`src/rtl/botswdrive_ctrl_if.sv`:
```
// botswdrive_ctrl_if: enable, request, gate-sense and drive/status signals of the low-side driver
interface botswdrive_ctrl_if;
  logic en;
  logic bot_req;
  logic top_gate_sns;
  logic bot_gate_sns;
  logic fault_clr;
  logic bot_drv;
  logic bot_on;
  logic fault;
  modport master (
    output en, bot_req, top_gate_sns, bot_gate_sns, fault_clr,
    input  bot_drv, bot_on, fault
  );
  modport slave (
    input  en, bot_req, top_gate_sns, bot_gate_sns, fault_clr,
    output bot_drv, bot_on, fault
  );
endinterface

```
`src/rtl/botswdrive_ctrl.sv`:
```
// botswdrive_ctrl: low-side gate sequencer with deadtime, min-on time and gate-sense fault supervision
module botswdrive_ctrl #(
  parameter int DEADTIME_CYC = 4,
  parameter int MINON_CYC    = 3,
  parameter int GATE_TO_CYC  = 15
) (
  input logic clk,
  input logic rst,
  botswdrive_ctrl_if.slave bus
);
  localparam logic [3:0] DT_LAST = 4'(DEADTIME_CYC - 1);
  localparam logic [3:0] TO_LAST = 4'(GATE_TO_CYC - 1);
  localparam logic [3:0] MINON   = 4'(MINON_CYC);
  typedef enum logic [2:0] {OFF, DEAD, CHARGE, ON, DISCHG, FAULT} state_t;
  state_t state, state_n;
  logic [3:0] cnt, cnt_n;
  always_comb begin
    state_n = state;
    case (state)
      OFF:     state_n = (bus.en && bus.bot_req && !bus.top_gate_sns) ? DEAD : OFF;
      DEAD:    state_n = (bus.top_gate_sns || !bus.bot_req || !bus.en) ? OFF :
                         (cnt == DT_LAST) ? CHARGE : DEAD;
      CHARGE:  state_n = (cnt == TO_LAST) ? FAULT : bus.bot_gate_sns ? ON : CHARGE;
      ON:      state_n = bus.top_gate_sns ? FAULT : !bus.en ? DISCHG :
                         !bus.bot_gate_sns ? FAULT : (!bus.bot_req && cnt >= MINON) ? DISCHG : ON;
      DISCHG:  state_n = (cnt == TO_LAST) ? FAULT : !bus.bot_gate_sns ? OFF : DISCHG;
      FAULT:   state_n = (bus.fault_clr && !bus.bot_gate_sns) ? OFF : FAULT;
      default: state_n = OFF;
    endcase
    // every state entry restarts the count; ON stops counting once min-on is met
    cnt_n = (state_n != state || state == OFF || state == FAULT) ? 4'd0 :
            (cnt == 4'd15 || (state == ON && cnt >= MINON)) ? cnt : cnt + 4'd1;
  end
  always_ff @(posedge clk or posedge rst)
    if (rst) begin
      state       <= OFF;
      cnt         <= 4'd0;
      bus.bot_drv <= 1'b0;
      bus.bot_on  <= 1'b0;
      bus.fault   <= 1'b0;
    end else begin
      state       <= state_n;
      cnt         <= cnt_n;
      bus.bot_drv <= state_n inside {CHARGE, ON};
      bus.bot_on  <= state_n == ON;
      bus.fault   <= state_n == FAULT;
    end
endmodule
```
`src/flat_wrapper.sv`:
```
// flat-port wrapper written by rule: the top's interface ports become plain ports
module botswdrive_ctrl_flat 
#(
  parameter int DEADTIME_CYC = 4,
  parameter int MINON_CYC    = 3,
  parameter int GATE_TO_CYC  = 15
)
  (clk, rst, bus_en, bus_bot_req, bus_top_gate_sns, bus_bot_gate_sns, bus_fault_clr, bus_bot_drv, bus_bot_on, bus_fault);
  botswdrive_ctrl_if bus_i ();
  input logic clk;
  input logic rst;
  input wire logic [$bits(bus_i.en)-1:0] bus_en;
  input wire logic [$bits(bus_i.bot_req)-1:0] bus_bot_req;
  input wire logic [$bits(bus_i.top_gate_sns)-1:0] bus_top_gate_sns;
  input wire logic [$bits(bus_i.bot_gate_sns)-1:0] bus_bot_gate_sns;
  input wire logic [$bits(bus_i.fault_clr)-1:0] bus_fault_clr;
  output wire logic [$bits(bus_i.bot_drv)-1:0] bus_bot_drv;
  output wire logic [$bits(bus_i.bot_on)-1:0] bus_bot_on;
  output wire logic [$bits(bus_i.fault)-1:0] bus_fault;
  assign bus_i.en = bus_en;
  assign bus_i.bot_req = bus_bot_req;
  assign bus_i.top_gate_sns = bus_top_gate_sns;
  assign bus_i.bot_gate_sns = bus_bot_gate_sns;
  assign bus_i.fault_clr = bus_fault_clr;
  assign bus_bot_drv = bus_i.bot_drv;
  assign bus_bot_on = bus_i.bot_on;
  assign bus_fault = bus_i.fault;
  botswdrive_ctrl #(.DEADTIME_CYC(DEADTIME_CYC), .MINON_CYC(MINON_CYC), .GATE_TO_CYC(GATE_TO_CYC)) u_core (.clk(clk), .rst(rst), .bus(bus_i));
endmodule
```
`config.mk`:
```
export PLATFORM = sky130hd
export DESIGN_NAME = botswdrive_ctrl_flat
export DESIGN_NICKNAME = d
export VERILOG_FILES = /design/src/rtl/botswdrive_ctrl_if.sv /design/src/rtl/botswdrive_ctrl.sv /design/src/flat_wrapper.sv
export SDC_FILE = /design/constraint.sdc
export NUM_CORES = 1
export LEC_CHECK = 0
export BUFFER_PORTS_ARGS = -buffer_cell sky130_fd_sc_hd__buf_4
export CAP_MARGIN = 25
export CORE_MARGIN = 2
export CORE_UTILIZATION = 30
export CTS_CLUSTER_DIAMETER = 150
export DETAILED_ROUTE_END_ITERATION = 6
export SETUP_SLACK_MARGIN = 0.4
export SYNTH_ARGS = -nofsm -noshare
export SYNTH_HDL_FRONTEND = slang
export SYNTH_SLANG_ARGS = --single-unit
```
`constraint.sdc`:
```
create_clock -name clk -period 3.8 [get_ports clk]
set_input_delay 0.76 -clock clk [delete_from_list [all_inputs] [get_ports clk]]
set_output_delay 0.76 -clock clk [all_outputs]
set_load 0.01 [all_outputs]
```
Word-level counts from Yosys, hierarchy flattened
Index checks and enable logic that the tools add are counted.
{"block": "totals", "memories": 0, "output_inout_bits": 3, "wordCells": 51, "rom_bits": 0, "inputBits": 7, "regBits": 10, "latch_bits": 0, "mem_bits_rw": 0}
{"block": "classes", "reduce_logical": 16, "mul": 0, "bitwise_logic": 0, "shifts": 0, "div_mod_pow": 0, "n_mux": 15, "n_addsub": 1, "eq_ne": 13, "n_lt_le_gt_ge": 1}
{"cell": "2-to-1 mux 3 bit", "count": 9}
{"cell": "one-hot mux 3 bit (6 select lines)", "count": 1}
{"cell": "equality test 3 x 2 -> 1 bit, second input constant", "count": 4}
{"cell": "equality test 3 bit, second input constant", "count": 3}
{"cell": "equality test 4 bit, second input constant", "count": 2}
{"cell": "2-to-1 mux 4 bit", "count": 2}
{"cell": "logical AND 1 bit", "count": 5}
{"cell": "logical OR 1 bit", "count": 5}
{"cell": "adder 4 x 1 -> 4 bit, second input constant", "count": 1}
{"cell": "equality test 4 x 2 -> 1 bit, second input constant", "count": 1}
{"cell": ">= comparator 4 x 2 -> 1 bit, second input constant", "count": 1}
{"cell": "logical NOT 1 bit", "count": 4}
{"cell": "equality test 3 x 1 -> 1 bit, second input constant", "count": 1}
{"cell": "logical NOT 3 bit", "count": 1}
{"cell": "!= test 3 bit", "count": 1}
{"cell": "2-to-1 mux 1 bit", "count": 2}
{"cell": "2-to-1 mux 2 bit", "count": 1}
{"cell": "!= test 2 x 1 -> 1 bit, second input constant", "count": 1}
{"cell": "nonzero test 2 bit", "count": 1}

Depth between registers and ports, before layout
{"block": "depth", "word_depth": 11, "depth_mapped": 7, "mapped_depth_nobuf": 7}

Worst setup path before layout
OpenSTA, ideal clock, no wires.
{"block": "synth_timing", "path_type": "in2reg", "start": "input port bus_fault_clr", "end": "register u_core.cnt[2]", "cell_stages": 5, "setup_slack_ns": 1.946, "path_buffers": 0, "t_required_ns": 3.719, "t_arrival_ns": 1.773, "setup_ns": 0.081, "path_cell_list": "nor2b_1 or4_4 nand4_1 o2111ai_2 nor3_2"}
{"block": "synth_via", "elab_chain_len": 7, "elab_cells_between_ends": 8, "cone_classes": "eq/ne (2); mux (3); reduce/logical (3)"}
{"element": "from (decl)", "line": "flat_wrapper.sv:16", "text": "input wire logic [$bits(bus_i.fault_clr)-1:0] bus_fault_clr;"}
{"element": "logical AND 1 bit (*)", "line": "botswdrive_ctrl.sv:27", "text": "FAULT: state_n = (bus.fault_clr && !bus.bot_gate_sns) ? OFF : FAULT;"}
{"element": "2-to-1 mux 3 bit (*)", "line": "botswdrive_ctrl.sv:27"}
{"element": "one-hot mux 3 bit (6 select lines) (*)", "line": "botswdrive_ctrl.sv:19", "text": "case (state)"}
{"element": "!= test 3 bit (*)", "line": "botswdrive_ctrl.sv:31", "text": "cnt_n = (state_n != state || state == OFF || state == FAULT) ? 4'd0 :"}
{"element": "logical OR 1 bit (*) (2 in a row)", "line": "botswdrive_ctrl.sv:31"}
{"element": "!= test 2 x 1 -> 1 bit (no line) / 2-to-1 mux 4 bit (equally long branches)"}
{"element": "to (signal assigned)", "line": "botswdrive_ctrl.sv:43", "text": "cnt <= cnt_n;"}
{"element": "to (decl)", "line": "botswdrive_ctrl.sv:16", "text": "logic [3:0] cnt, cnt_n;"}
Mark *: on every way between the ends. The rest lies on a longest branch, timed or not.
A chain may end at the register's enable or synchronous reset.

Final worst setup path
{"block": "layout_timing", "start": "register u_core.cnt[0]", "end": "register u_core.cnt[2]"}
{"block": "layout_via", "elab_chain_len": 11, "elab_cells_between_ends": 23, "cone_classes": "add/sub (1); order compare (1); eq/ne (5); mux (11); reduce/logical (5)"}
{"element": ">= comparator 4 x 2 -> 1 bit", "line": "botswdrive_ctrl.sv:25, botswdrive_ctrl.sv:32"}
{"element": "logical AND 1 bit", "line": "botswdrive_ctrl.sv:25", "text": "!bus.bot_gate_sns ? FAULT : (!bus.bot_req && cnt >= MINON) ? DISCHG : ON;"}
{"element": "2-to-1 mux 3 bit (2 in a row)", "line": "botswdrive_ctrl.sv:25"}
{"element": "2-to-1 mux 3 bit (2 in a row)", "line": "botswdrive_ctrl.sv:24", "text": "ON: state_n = bus.top_gate_sns ? FAULT : !bus.en ? DISCHG :"}
{"element": "one-hot mux 3 bit (6 select lines)", "line": "botswdrive_ctrl.sv:19"}
{"element": "!= test 3 bit", "line": "botswdrive_ctrl.sv:31"}
{"element": "logical OR 1 bit (2 in a row)", "line": "botswdrive_ctrl.sv:31"}
{"element": "!= test 2 x 1 -> 1 bit (no line) / 2-to-1 mux 4 bit (equally long branches)"}
Parallel ways exist; a longest one is shown, timed or not. The select of a mux whose other input is x is not followed.

==> results.ini <==
[clocking]
cts_tree = done
cts_hold_buf = 0
htree_levels = 1
numCtsBuffers = 3
cts-root-buf = clkbuf_4
cts_resized = 0
cts.sinks = 10
cts_buffer_depth = 2
clk_pin_slew_ns = 0.06
clk_latency_ns = 0.25
post-cts-setup-buffers = 0

[detailed_routing]
wl_um = 1403
drc = 0
routedWlPerCell_um = 12.31
first_iter_violations = 13
ant_nets = 0
routed-via-count = 600
avgViaCountPerCell = 5.263
drt_first_pass_iters = 4

[placed_design]
globalplace.congestion = 0.8576
hpwlAfterDp_um = 1072
dp_slack_ns = 1.737
port_buffers = 9
place_inst = 111

[floorplan]
dieHeight_um = 53.40
fp-row-count = 17
coreArea_sq_um = 2255
ioPinCount = 10
die_area_sq_um = 2851
start_util_pct = 32.46
dieWidth_um = 53.40

[grt]
track_usage_pct = 11.83
overflow = 0
grt_pass1_wl_um = 2484
grt_max_degree = 12
antenna_found_initial = 0
grt_pass1_vias = 597

[sta]
skew_ns = 0.002688
hold_violations = 0
setup_viol = 0
max_freq_mhz = 493.9
timing.final.ws_setup_ns = 1.775
rsz0062_at_grt = no
fin_crit_ns = 2.025
fin_crit_sh_pct = 53.28
hold_ws_ns = 0.4795
fin_tns_setup_ns = 0
relSlewSlack_pct = 73.79
final-max-slew-violation-count = 0
tightest_slew_ns = 0.3913

[layout]
area_growth_pct = 13.33
most-common-layout-cells = nor2_1 (10), dfrtp_1 (10), buf_4 (9)
final_cells = 114
antenna_cells = 0
fin_util_pct = 36.79
layout-drive-gt1-share_pct = 26.74
nets = 97
fillCellCount = 246

[pwr]
peakVddDrop_mv = 0.1426
p_per_area_nw_per_um2 = 233.3
p_leak_nw = 0.3662

[synthesis]
avgSynthCellArea_sq_um = 9.506
synth_edf_count = 0
synth_top_flop_cell = dfrtp_1
ys_seq_elements = 10
syn-cell-area_sq_um = 732.0
yosys_warnings = 0
seq_area_frac_synth_pct = 34.19
ys_types = 38
synth-async-reset-ratio_pct = 100.0
synth_cells = 77
syn_nets = 86

[worst_setup_path]
end_kind = register
critPathKind = register to register
crit_required_ns = 3.98
reg2reg_slack_ns = 1.78
startpoint_type = register
cp.arrival_ns = 2.20
r2r-start = u_core.cnt[0]$_DFFE_PP0P_
r2r_end = u_core.cnt[2]$_DFFE_PP0P_
ff2ff_path_depth = 6
crit_path_max_fanout = 8

[outcome]
status = finished, final reports clean

[flow_run]
drv_cap = 0

[min_path]
hold_class = input pin to asynchronous set/reset pin

-- Yosys cell counts (2+ instances only) --
library cell / instances / area, sq um
dfrtp_1: 10 / 250.2
nor2_1: 10 / 37.54
inv_1: 8 / 30.03
a21oi_1: 3 / 15.01
nor3_1: 3 / 15.01
buf_6: 2 / 22.52
ha_1: 2 / 25.02
nand2_1: 2 / 7.510
nand3_1: 2 / 10.01
nand3b_1: 2 / 15.01
nand4_1: 2 / 12.51
nand4bb_1: 2 / 22.52
nor2b_1: 2 / 12.51
o2111ai_2: 2 / 30.03
or3b_1: 2 / 17.52
-- cell type report --
class,count,area (sq um),share of cell area (%)
clock buffer,3,22.52,2.715
sequential,10,250.2,30.17
timing repair buffer,9,67.56,8.145
inverter,9,33.78,4.072
multi-input combinational,55,420.4,50.68
tap,28,35.03,4.223
-- worst max-delay path, stage by stage (launching register included) --
cell and delay, ns:
dfrtp_1 0.42, ha_1 0.31, or3_4 0.35, o211ai_2 0.24
o2bb2ai_1 0.19, o2111ai_2 0.23, nor3_2 0.21
-- routing by layer --
metal  vias to the layer above  GRT usage, %  wire [um]
met4                         0         6.838         12
met1                       284         14.78        659
li1                        302             -          -
met2                        12         18.93        655
met3                         2         1.977         76
met5                         -             0          0
-- worst max-delay path by stage --
stage / start / to / depth (start not counted)
after CTS: u_core.cnt[0]$_DFFE_PP0P_ / u_core.cnt[2]$_DFFE_PP0P_ / 6
final: u_core.cnt[0]$_DFFE_PP0P_ / u_core.cnt[2]$_DFFE_PP0P_ / 6
after floorplan: bus_fault_clr / u_core.cnt[2]$_DFFE_PP0P_ / 5
after detailed placement: bus_top_gate_sns / u_core.cnt[2]$_DFFE_PP0P_ / 6
after global routing: u_core.cnt[0]$_DFFE_PP0P_ / u_core.cnt[2]$_DFFE_PP0P_ / 6
after global placement: bus_bot_gate_sns / u_core.cnt[2]$_DFFE_PP0P_ / 6
-- where the power goes --
group	internal (W)	switching [W]	total [W]
clock network	0.0000363	0.0000304	0.0000667
logic	0.00000841	0.00000944	0.0000178
registers	0.000107	0.00000162	0.000109
-- kinds of logic (layout without fill, tap and decap cells) --
group | count (synthesis) | count (layout) | share of synthesized area [%]
compound gates | 16 | 16 | 20.68
xor+xnor | 1 | 1 | 1.197
fa+ha+maj | 2 | 2 | 3.418
buf+inv | 12 | 21 | 8.375
flops | 10 | 10 | 34.19
mux | 1 | 1 | 1.368
simple gates | 35 | 35 | 30.77
-- per-stage QoR --
| stage | power, W | instance area (sq um) |
|---|---|---|
| global placement | 0.0001285 | 807.0 |
| CTS | 0.0001992 | 829.5 |
| floorplan | 0.0001201 | 732.0 |
| finish | 0.0001936 | 829.5 |
| global route | 0.0002040 | 829.5 |
| detailed placement | 0.0001290 | 807.0 |
-- state kept, by name, summed over array words and instances (netlist names) --
signal,flops
u_core.bus.bot_drv,1
u_core.bus.bot_on,1
u_core.bus.fault,1
u_core.cnt,4
u_core.state,3
Note: power is estimated with default switching activity, not from simulation.
